[config.mk]
export PLATFORM = sky130hd
export DESIGN_NAME = donut_query_sched
export DESIGN_NICKNAME = d
export VERILOG_FILES = /design/src/rtl/donut_query_sched.sv
export SDC_FILE = /design/constraint.sdc
export NUM_CORES = 1
export LEC_CHECK = 0
export BUFFER_PORTS_ARGS = -buffer_cell sky130_fd_sc_hd__buf_4
export CORE_MARGIN = 5
export CORE_UTILIZATION = 52
export CTS_CLUSTER_DIAMETER = 50
export DETAILED_ROUTE_END_ITERATION = 6
export GPL_TIMING_DRIVEN = 0
export MAX_ROUTING_LAYER = met4
export PLACE_DENSITY = 0.74
export SLEW_MARGIN = 40
export SYNTH_ARGS = -nofsm -noshare
export SYNTH_HDL_FRONTEND = slang
export SYNTH_SLANG_ARGS = --single-unit
[constraint.sdc]
create_clock -name clk -period 2.3 [get_ports clk]
set_clock_uncertainty 0.1 [all_clocks]
set_input_delay 0.46 -clock clk [delete_from_list [all_inputs] [get_ports clk]]
set_output_delay 0.46 -clock clk [all_outputs]
set_load 0.02 [all_outputs]
[src/rtl/donut_query_sched.sv]
// ---------------------------------------------------------------------------
// donut_query_sched
//
// Shares LANES fixed-latency donuthit engines among a stream of per-pixel
// queries. Queries are issued to lanes in round-robin order. Each engine
// result is captured ENGINE_LAT cycles after its start pulse. Results are
// returned in the same round-robin order, so they leave in accept order.
//
// Handshakes: a transfer happens on a rising clk edge where valid && ready
// are both high. The producer holds valid and its payload stable until the
// transfer. q_ready depends only on registered lane state and flush.
//
// Ports:
//   clk, rst_n        clock, synchronous active-low reset
//   flush             synchronous abort of all queries
//   q_valid/q_ready   query handshake; q_tag travels with the query
//   lane_start        one-hot engine start pulse (combinational)
//   eng_hit/eng_luma  per-lane engine results (lane i at [i*LUMA_W +: LUMA_W])
//   r_valid/r_ready   result handshake; r_hit, r_luma, r_tag
//   busy              some lane is not IDLE
//   dbg_lane_state    lane i state at [2*i +: 2] (0 IDLE, 1 BUSY, 2 DONE)
//
// Optional feature (macro DONUT_SCHED_STATS_EN):
//   stat_stall        saturating count of cycles with q_valid && !q_ready
//   stat_hits         wrapping count of retired results with r_hit set
// ---------------------------------------------------------------------------
module donut_query_sched #(
    parameter int LANES      = 2,
    parameter int ENGINE_LAT = 8,
    parameter int TAG_W      = 11,
    parameter int LUMA_W     = 6
) (
    input  logic                     clk,
    input  logic                     rst_n,
    input  logic                     flush,
    input  logic                     q_valid,
    output logic                     q_ready,
    input  logic [TAG_W-1:0]         q_tag,
    output logic [LANES-1:0]         lane_start,
    input  logic [LANES-1:0]         eng_hit,
    input  logic [LANES*LUMA_W-1:0]  eng_luma,
    output logic                     r_valid,
    input  logic                     r_ready,
    output logic                     r_hit,
    output logic [LUMA_W-1:0]        r_luma,
    output logic [TAG_W-1:0]         r_tag,
    output logic                     busy,
    output logic [2*LANES-1:0]       dbg_lane_state
`ifdef DONUT_SCHED_STATS_EN
    ,
    output logic [15:0]              stat_stall,
    output logic [15:0]              stat_hits
`endif
);

    localparam int CNT_W = $clog2(ENGINE_LAT);
    localparam int PTR_W = (LANES > 1) ? $clog2(LANES) : 1;
    localparam logic [CNT_W-1:0] CNT_LOAD = CNT_W'(ENGINE_LAT - 1);
    localparam logic [PTR_W-1:0] PTR_LAST = PTR_W'(LANES - 1);

    typedef enum logic [1:0] {
        ST_IDLE = 2'd0,
        ST_BUSY = 2'd1,
        ST_DONE = 2'd2
    } lane_state_e;

    lane_state_e      r_state     [LANES];
    lane_state_e      w_state_nxt [LANES];
    logic [CNT_W-1:0] r_cnt       [LANES];
    logic [CNT_W-1:0] w_cnt_nxt   [LANES];
    logic [TAG_W-1:0] r_tag_slot  [LANES];
    logic             r_hit_slot  [LANES];
    logic [LUMA_W-1:0] r_luma_slot [LANES];

    logic [PTR_W-1:0] r_issue_ptr;
    logic [PTR_W-1:0] r_retire_ptr;
    logic             w_accept;
    logic             w_retire;
    logic [LANES-1:0] w_capture;

    function automatic logic [PTR_W-1:0] ptr_inc(input logic [PTR_W-1:0] p);
        return (p == PTR_LAST) ? '0 : p + PTR_W'(1);
    endfunction

    assign q_ready  = !flush && (r_state[r_issue_ptr] == ST_IDLE);
    assign w_accept = q_valid && q_ready;
    assign r_valid  = (r_state[r_retire_ptr] == ST_DONE);
    // Flush wins over a retire handshake on the same edge.
    assign w_retire = r_valid && r_ready && !flush;
    assign r_hit    = r_hit_slot[r_retire_ptr];
    assign r_luma   = r_luma_slot[r_retire_ptr];
    assign r_tag    = r_tag_slot[r_retire_ptr];

    // Lane next-state, start pulses and result capture strobes.
    always_comb begin
        busy           = 1'b0;
        lane_start     = '0;
        w_capture      = '0;
        dbg_lane_state = '0;
        for (int i = 0; i < LANES; i++) begin
            w_state_nxt[i] = r_state[i];
            w_cnt_nxt[i]   = r_cnt[i];
            lane_start[i]  = w_accept && (r_issue_ptr == PTR_W'(i));
            dbg_lane_state[2*i +: 2] = r_state[i];
            if (r_state[i] != ST_IDLE) begin
                busy = 1'b1;
            end
            case (r_state[i])
                ST_IDLE: begin
                    if (lane_start[i]) begin
                        w_state_nxt[i] = ST_BUSY;
                        w_cnt_nxt[i]   = CNT_LOAD;
                    end
                end
                ST_BUSY: begin
                    if (r_cnt[i] == '0) begin
                        w_state_nxt[i] = ST_DONE;
                        w_capture[i]   = !flush;
                    end else begin
                        w_cnt_nxt[i] = r_cnt[i] - CNT_W'(1);
                    end
                end
                ST_DONE: begin
                    if (w_retire && (r_retire_ptr == PTR_W'(i))) begin
                        w_state_nxt[i] = ST_IDLE;
                    end
                end
                default: w_state_nxt[i] = ST_IDLE;
            endcase
            if (flush) begin
                w_state_nxt[i] = ST_IDLE;
            end
        end
    end

    always_ff @(posedge clk) begin
        if (!rst_n) begin
            for (int i = 0; i < LANES; i++) begin
                r_state[i] <= ST_IDLE;
                r_cnt[i]   <= '0;
            end
        end else begin
            for (int i = 0; i < LANES; i++) begin
                r_state[i] <= w_state_nxt[i];
                r_cnt[i]   <= w_cnt_nxt[i];
            end
        end
    end

    always_ff @(posedge clk) begin
        if (!rst_n || flush) begin
            r_issue_ptr  <= '0;
            r_retire_ptr <= '0;
        end else begin
            if (w_accept) begin
                r_issue_ptr <= ptr_inc(r_issue_ptr);
            end
            if (w_retire) begin
                r_retire_ptr <= ptr_inc(r_retire_ptr);
            end
        end
    end

    // Slots survive a flush; only reset clears them.
    always_ff @(posedge clk) begin
        if (!rst_n) begin
            for (int i = 0; i < LANES; i++) begin
                r_tag_slot[i]  <= '0;
                r_hit_slot[i]  <= 1'b0;
                r_luma_slot[i] <= '0;
            end
        end else begin
            for (int i = 0; i < LANES; i++) begin
                if (lane_start[i]) begin
                    r_tag_slot[i] <= q_tag;
                end
                if (w_capture[i]) begin
                    r_hit_slot[i]  <= eng_hit[i];
                    r_luma_slot[i] <= eng_luma[i*LUMA_W +: LUMA_W];
                end
            end
        end
    end

`ifdef DONUT_SCHED_STATS_EN
    logic [15:0] r_stat_stall;
    logic [15:0] r_stat_hits;

    always_ff @(posedge clk) begin
        if (!rst_n || flush) begin
            r_stat_stall <= '0;
            r_stat_hits  <= '0;
        end else begin
            if (q_valid && !q_ready && (r_stat_stall != 16'hFFFF)) begin
                r_stat_stall <= r_stat_stall + 16'd1;
            end
            if (w_retire && r_hit) begin
                r_stat_hits <= r_stat_hits + 16'd1;
            end
        end
    end

    assign stat_stall = r_stat_stall;
    assign stat_hits  = r_stat_hits;
`endif

endmodule

# Word-level counts from Yosys, hierarchy flattened
# Memory sizes are Yosys's and may differ from the RTL's. A register that Yosys moved wholly into a read port is not among the register bits.
# Cells that the tools add are included.
totals:
  ff_bits: 2
  mem_bits_rw: 46
  inputBits: 30
  out_inout_bits: 27
  elab_cells: 104
  n_memories: 5
op_classes:
  n_addsub: 4
  n_eq_ne: 5
  mux: 58
  bitwise_logic: 12
  reduce_logical: 18
memory_table:
  columns: ["name", "words", "word_bits", "rd", "rd_ports_with_merged_regs", "wr", "line_no", "text"]
  rows:
  - ["r_tag_slot", 2, 11, 1, 1, 2, "71", "logic [TAG_W-1:0] r_tag_slot [LANES];"]
  - ["r_luma_slot", 2, 6, 1, 1, 2, "73", "logic [LUMA_W-1:0] r_luma_slot [LANES];"]
  - ["r_cnt", 2, 3, 2, 0, 2, "69", "logic [CNT_W-1:0] r_cnt [LANES];"]
  - ["r_state", 2, 2, 4, 2, 2, "67", "lane_state_e r_state [LANES];"]
  - ["r_hit_slot", 2, 1, 1, 1, 2, "72", "logic r_hit_slot [LANES];"]
op_table:
  columns: ["cell", "n"]
  rows:
  - ["1-bit two-way mux", 34]
  - ["11-bit two-way mux", 2]
  - ["2-bit two-way mux", 10]
  - ["3-bit two-way mux", 6]
  - ["6-bit two-way mux", 2]
  - ["2-bit one-hot mux with 3 select lines", 2]
  - ["3-bit one-hot mux with 2 select lines", 2]
  - ["1-bit bitwise OR", 10]
  - ["1-bit logical AND", 8]
  - ["2-bit equality test (second input constant)", 3]
  - ["2-bit logical NOT", 3]
  - ["3-bit logical NOT", 2]
  - ["3-bit by 1-bit subtractor with 3-bit output (second input constant)", 2]
  - ["2-bit by 1-bit equality test with 1-bit output (second input constant)", 2]
  - ["2-bit nonzero test", 2]
  - ["1-bit adder (second input constant)", 2]
  - ["1-bit logical NOT", 2]
  - ["1-bit inverter", 2]
  - ["1-bit logical OR", 1]

# Logic depth before layout (Yosys ltp)
logic_depth:
  ltp_word: 8
  ltp_mapped: 8
  ltp_nobuf: 7

# Worst setup path after synthesis
# No wires, ideal clock.
synth_timing:
  kind: "register to register"
  start: "mem r_state[0][0] (netlist name)"
  end: "mem r_tag_slot[0][0], enable pin"
  setup_time_ps: 353
  arrival_ps: 1683
  t_required_ps: 1847
  slack_ps: 164
  path_stages_with_launch: 6
  n_path_buf: 1
  period_less_slack_ps: 2136
  cell_sequence: "dfxtp_1 buf_2 nor3_1 o211a_1 ha_1 nand2b_1"
synth_lines:
  columns: ["element", "line_no"]
  rows:
  - ["start, declared", "67"]
  - ["end, declared", "71"]

==> impl_metrics.csv <==
group,metric,value,unit
setup_path,path_class,"reg2out",
status,status,"completed",
final_layout,nFillCells,335,
detailed_routing,vias,1523,
setup_path,crit_arrival,1.63,ns
floorplan,die_area,0.00582,mm²
synth,synth_fp_nets,214,
timing,drv_slew,0,
final_layout,final_cell_mix,"58 x buf_4, 36 x edfxtp_1, 26 x and2_1, 18 x mux2_2, 13 x dfxtp_1",
cts,ctsLongestPathBuffers,2,
timing,fin_ws,0.105,ns
flow_run,maxCapViolCount,0,
setup_path,required,1.74,ns
setup_path,startpoint_type,"flop",
final_layout,utilization,67.5,%
setup_path,r2r_cells,5,
final_layout,fin_nets,278,
cts,cts_buffers,5,
detailed_routing,ant_nets,0,
detailed_routing,post_drt_wl_per_cell,15.6,µm
grt,grt_overflow,0,
cts,cts_root_buf,"clkbuf_8",
cts,clock-sinks,50,
timing,rsz0062_at_grt,"false",
min_path,min_path_cells,2,
synth,ys_ff_latch,50,
timing,fin_hold_ws,0.331,ns
final_layout,seq_area,0.00136,mm²
detailed_routing,avgViaCountPerCell,5.20,
pwr,power.leakage,1.23,nW
synth,ys_types,37,
placed_design,post-dp-hpwl,3.36,mm
grt,grt.total_usage,16.6,%
setup_path,crit_path_start,"r_state[0][0]",
setup_path,reg2reg_to,"r_tag_slot[0][9]",
final_layout,multiInputGateArea,906,µm²
placed_design,place_ws,0.0407,ns
synth,yosys_warnings,0,
setup_path,crit_end,"lane_start[0]",
final_layout,area_delta_synth_final,27.7,%
detailed_routing,drt-initial-drc-count,82,
timing,tightest_slew,0.730,ns
final_layout,n_antenna_cell,0,
final_layout,final_cells,293,
final_layout,fin_area,0.00292,mm²
grt,grt_pass1_vias,1607,
synth,synth_area,0.00229,mm²
cts,cts_tree,"done",
floorplan,start_util,52.9,%
floorplan,coreArea,0.00432,mm²
timing,period_share,95.4,%
final_layout,drive_gt1_share,40.2,%
placed_design,gp_congestion,0.804,
setup_path,rrSetupSlack,0.18,ns
floorplan,num_rows,24,
grt,antenna_found_initial,0,
placed_design,dp_cells,284,
timing,slew_headroom,51.0,%
pwr,power.total,1.78,mW
min_path,hp-class,"in2reg",
setup_path,reg2reg_from,"r_state[0][0]",
timing,totalNegativeSetupSlack,0,ns
setup_path,critPathCaptureType,"output port",
timing,hold_violations,0,
synth,synth_seq_area_share,59.6,%
pwr,irDropWorstVdd,0.000313,V
detailed_routing,drc,0,
final_layout,final_common_cell,"buf_4",
floorplan,die_h,76.3,µm
synth,postSynthCellCount,176,
detailed_routing,first_pass_iters,4,
placed_design,portBuffers,56,
floorplan,dieWidth,76.3,µm
grt,grt_max_degree,16,
setup_path,path_max_fanout,10,
cts,insertion_delay,0.30,ns
floorplan,ios,57,
cts,cts_max_level,2,
synth,syn_avg_cell_area,13.0,µm²
placed_design,placed_cell_area,0.00277,mm²
timing,fmaxAchievable,0.456,GHz
grt,grt_pass1_wl,7.57,mm
pwr,p_per_area,610,mW/mm²
cts,clk_pin_slew,0.09,ns
timing,setup_viol,0,
timing,min_period,2.19,ns
detailed_routing,wl,4.56,mm
-- registers in the layout, summed over array words and instances (netlist names), named ones only --
signal        count
r_cnt             6
r_hit_slot        2
r_issue_ptr       1
r_luma_slot      12
r_retire_ptr      1
r_state           4
r_tag_slot       22
-- worst max-delay path, cell delays in order (launching register included) --
cell and delay (ns):
dfxtp_2 0.35, clkbuf_4 0.18, nor3_2 0.20, o211a_1 0.27, ha_4 0.19, buf_4 0.14
-- metal layers --
| metal | vias up | part of all wire (%) | track usage [%] |
|---|---|---|---|
| met5 | - | 0 | - |
| met3 | 6 | 3.3 | 3.43 |
| met4 | 0 | 1.6 | 6.29 |
| li1 | 757 | - | - |
| met1 | 732 | 42 | 18.7 |
| met2 | 28 | 53 | 28.7 |
-- what timing repair did --
item	4_1_cts	5_1_grt
setup buffers	0	1
endpoints found under the setup margin	12	51
hold buffers	0	0
endpoints found under the hold margin	0	0
resized for setup	3	9
-- cell families (layout without fill, tap and decap cells) --
logic type / Yosys count / count (layout) / share of synthesized area (%)
flip-flops: 50 / 50 / 59.6
buffers and inverters: 13 / 78 / 2.35
AND/OR/NAND/NOR: 64 / 64 / 17.4
adder cells (fa/ha/maj): 8 / 8 / 4.38
AO/OA/AOI/OAI: 20 / 20 / 6.19
multiplexers: 21 / 21 / 10.2
-- how the worst min path moves through the flow --
stage,from,end,slack (ns)
3_3_place_gp,r_issue_ptr,r_issue_ptr,0.37
5_1_grt,eng_hit[1],r_hit_slot[1],0.32
3_5_place_dp,r_retire_ptr,r_retire_ptr,0.38
4_1_cts,eng_hit[1],r_hit_slot[1],0.32
6_report,eng_luma[3],r_luma_slot[0][3],0.33
2_1_floorplan,r_issue_ptr,r_issue_ptr,0.35
-- power breakdown --
part,switching (mW),internal [mW]
combinational,0.114,0.113
clock,0.286,0.242
sequential,0.0156,1.01
-- area by class of cell --
| cell class | count | share of cell area, % |
|---|---|---|
| timing repair buffer | 57 | 14.7 |
| clock buffer | 6 | 2.83 |
| inverter | 8 | 1.03 |
| clock inverter | 2 | 0.429 |
| sequential | 50 | 46.7 |
| buffer | 5 | 1.11 |
| tap | 52 | 2.23 |
| multi-input combinational | 113 | 31.0 |
-- synth_stat cells (all sizes together) --
master / n / area [µm²]
edfxtp: 36 / 1080
and2: 26 / 163
mux2: 18 / 203
dfxtp: 14 / 280
ha: 8 / 100
inv: 8 / 30.0
nor2: 7 / 26.3
a21oi: 6 / 33.8
nand2: 6 / 22.5
nand2b: 6 / 37.5
buf: 4 / 20.0
a21boi: 3 / 26.3
mux2i: 3 / 30.0
nand3b: 3 / 22.5
o21ai: 3 / 15.0
a311oi: 2 / 17.5
and3: 2 / 12.5
nand4bb: 2 / 22.5
nor2b: 2 / 12.5
nor3: 2 / 10.0
nor3b: 2 / 15.0
or3b: 2 / 17.5
a211oi: 1 / 7.51
a31oi: 1 / 6.26
and2b: 1 / 7.51
and4b: 1 / 10.0
clkbuf: 1 / 3.75
nor4bb: 1 / 10.0
o211a: 1 / 10.0
o21a: 1 / 7.51
o21ba: 1 / 10.0
o21bai: 1 / 7.51
or4: 1 / 7.51
Note: power is estimated with default switching activity, not from simulation.
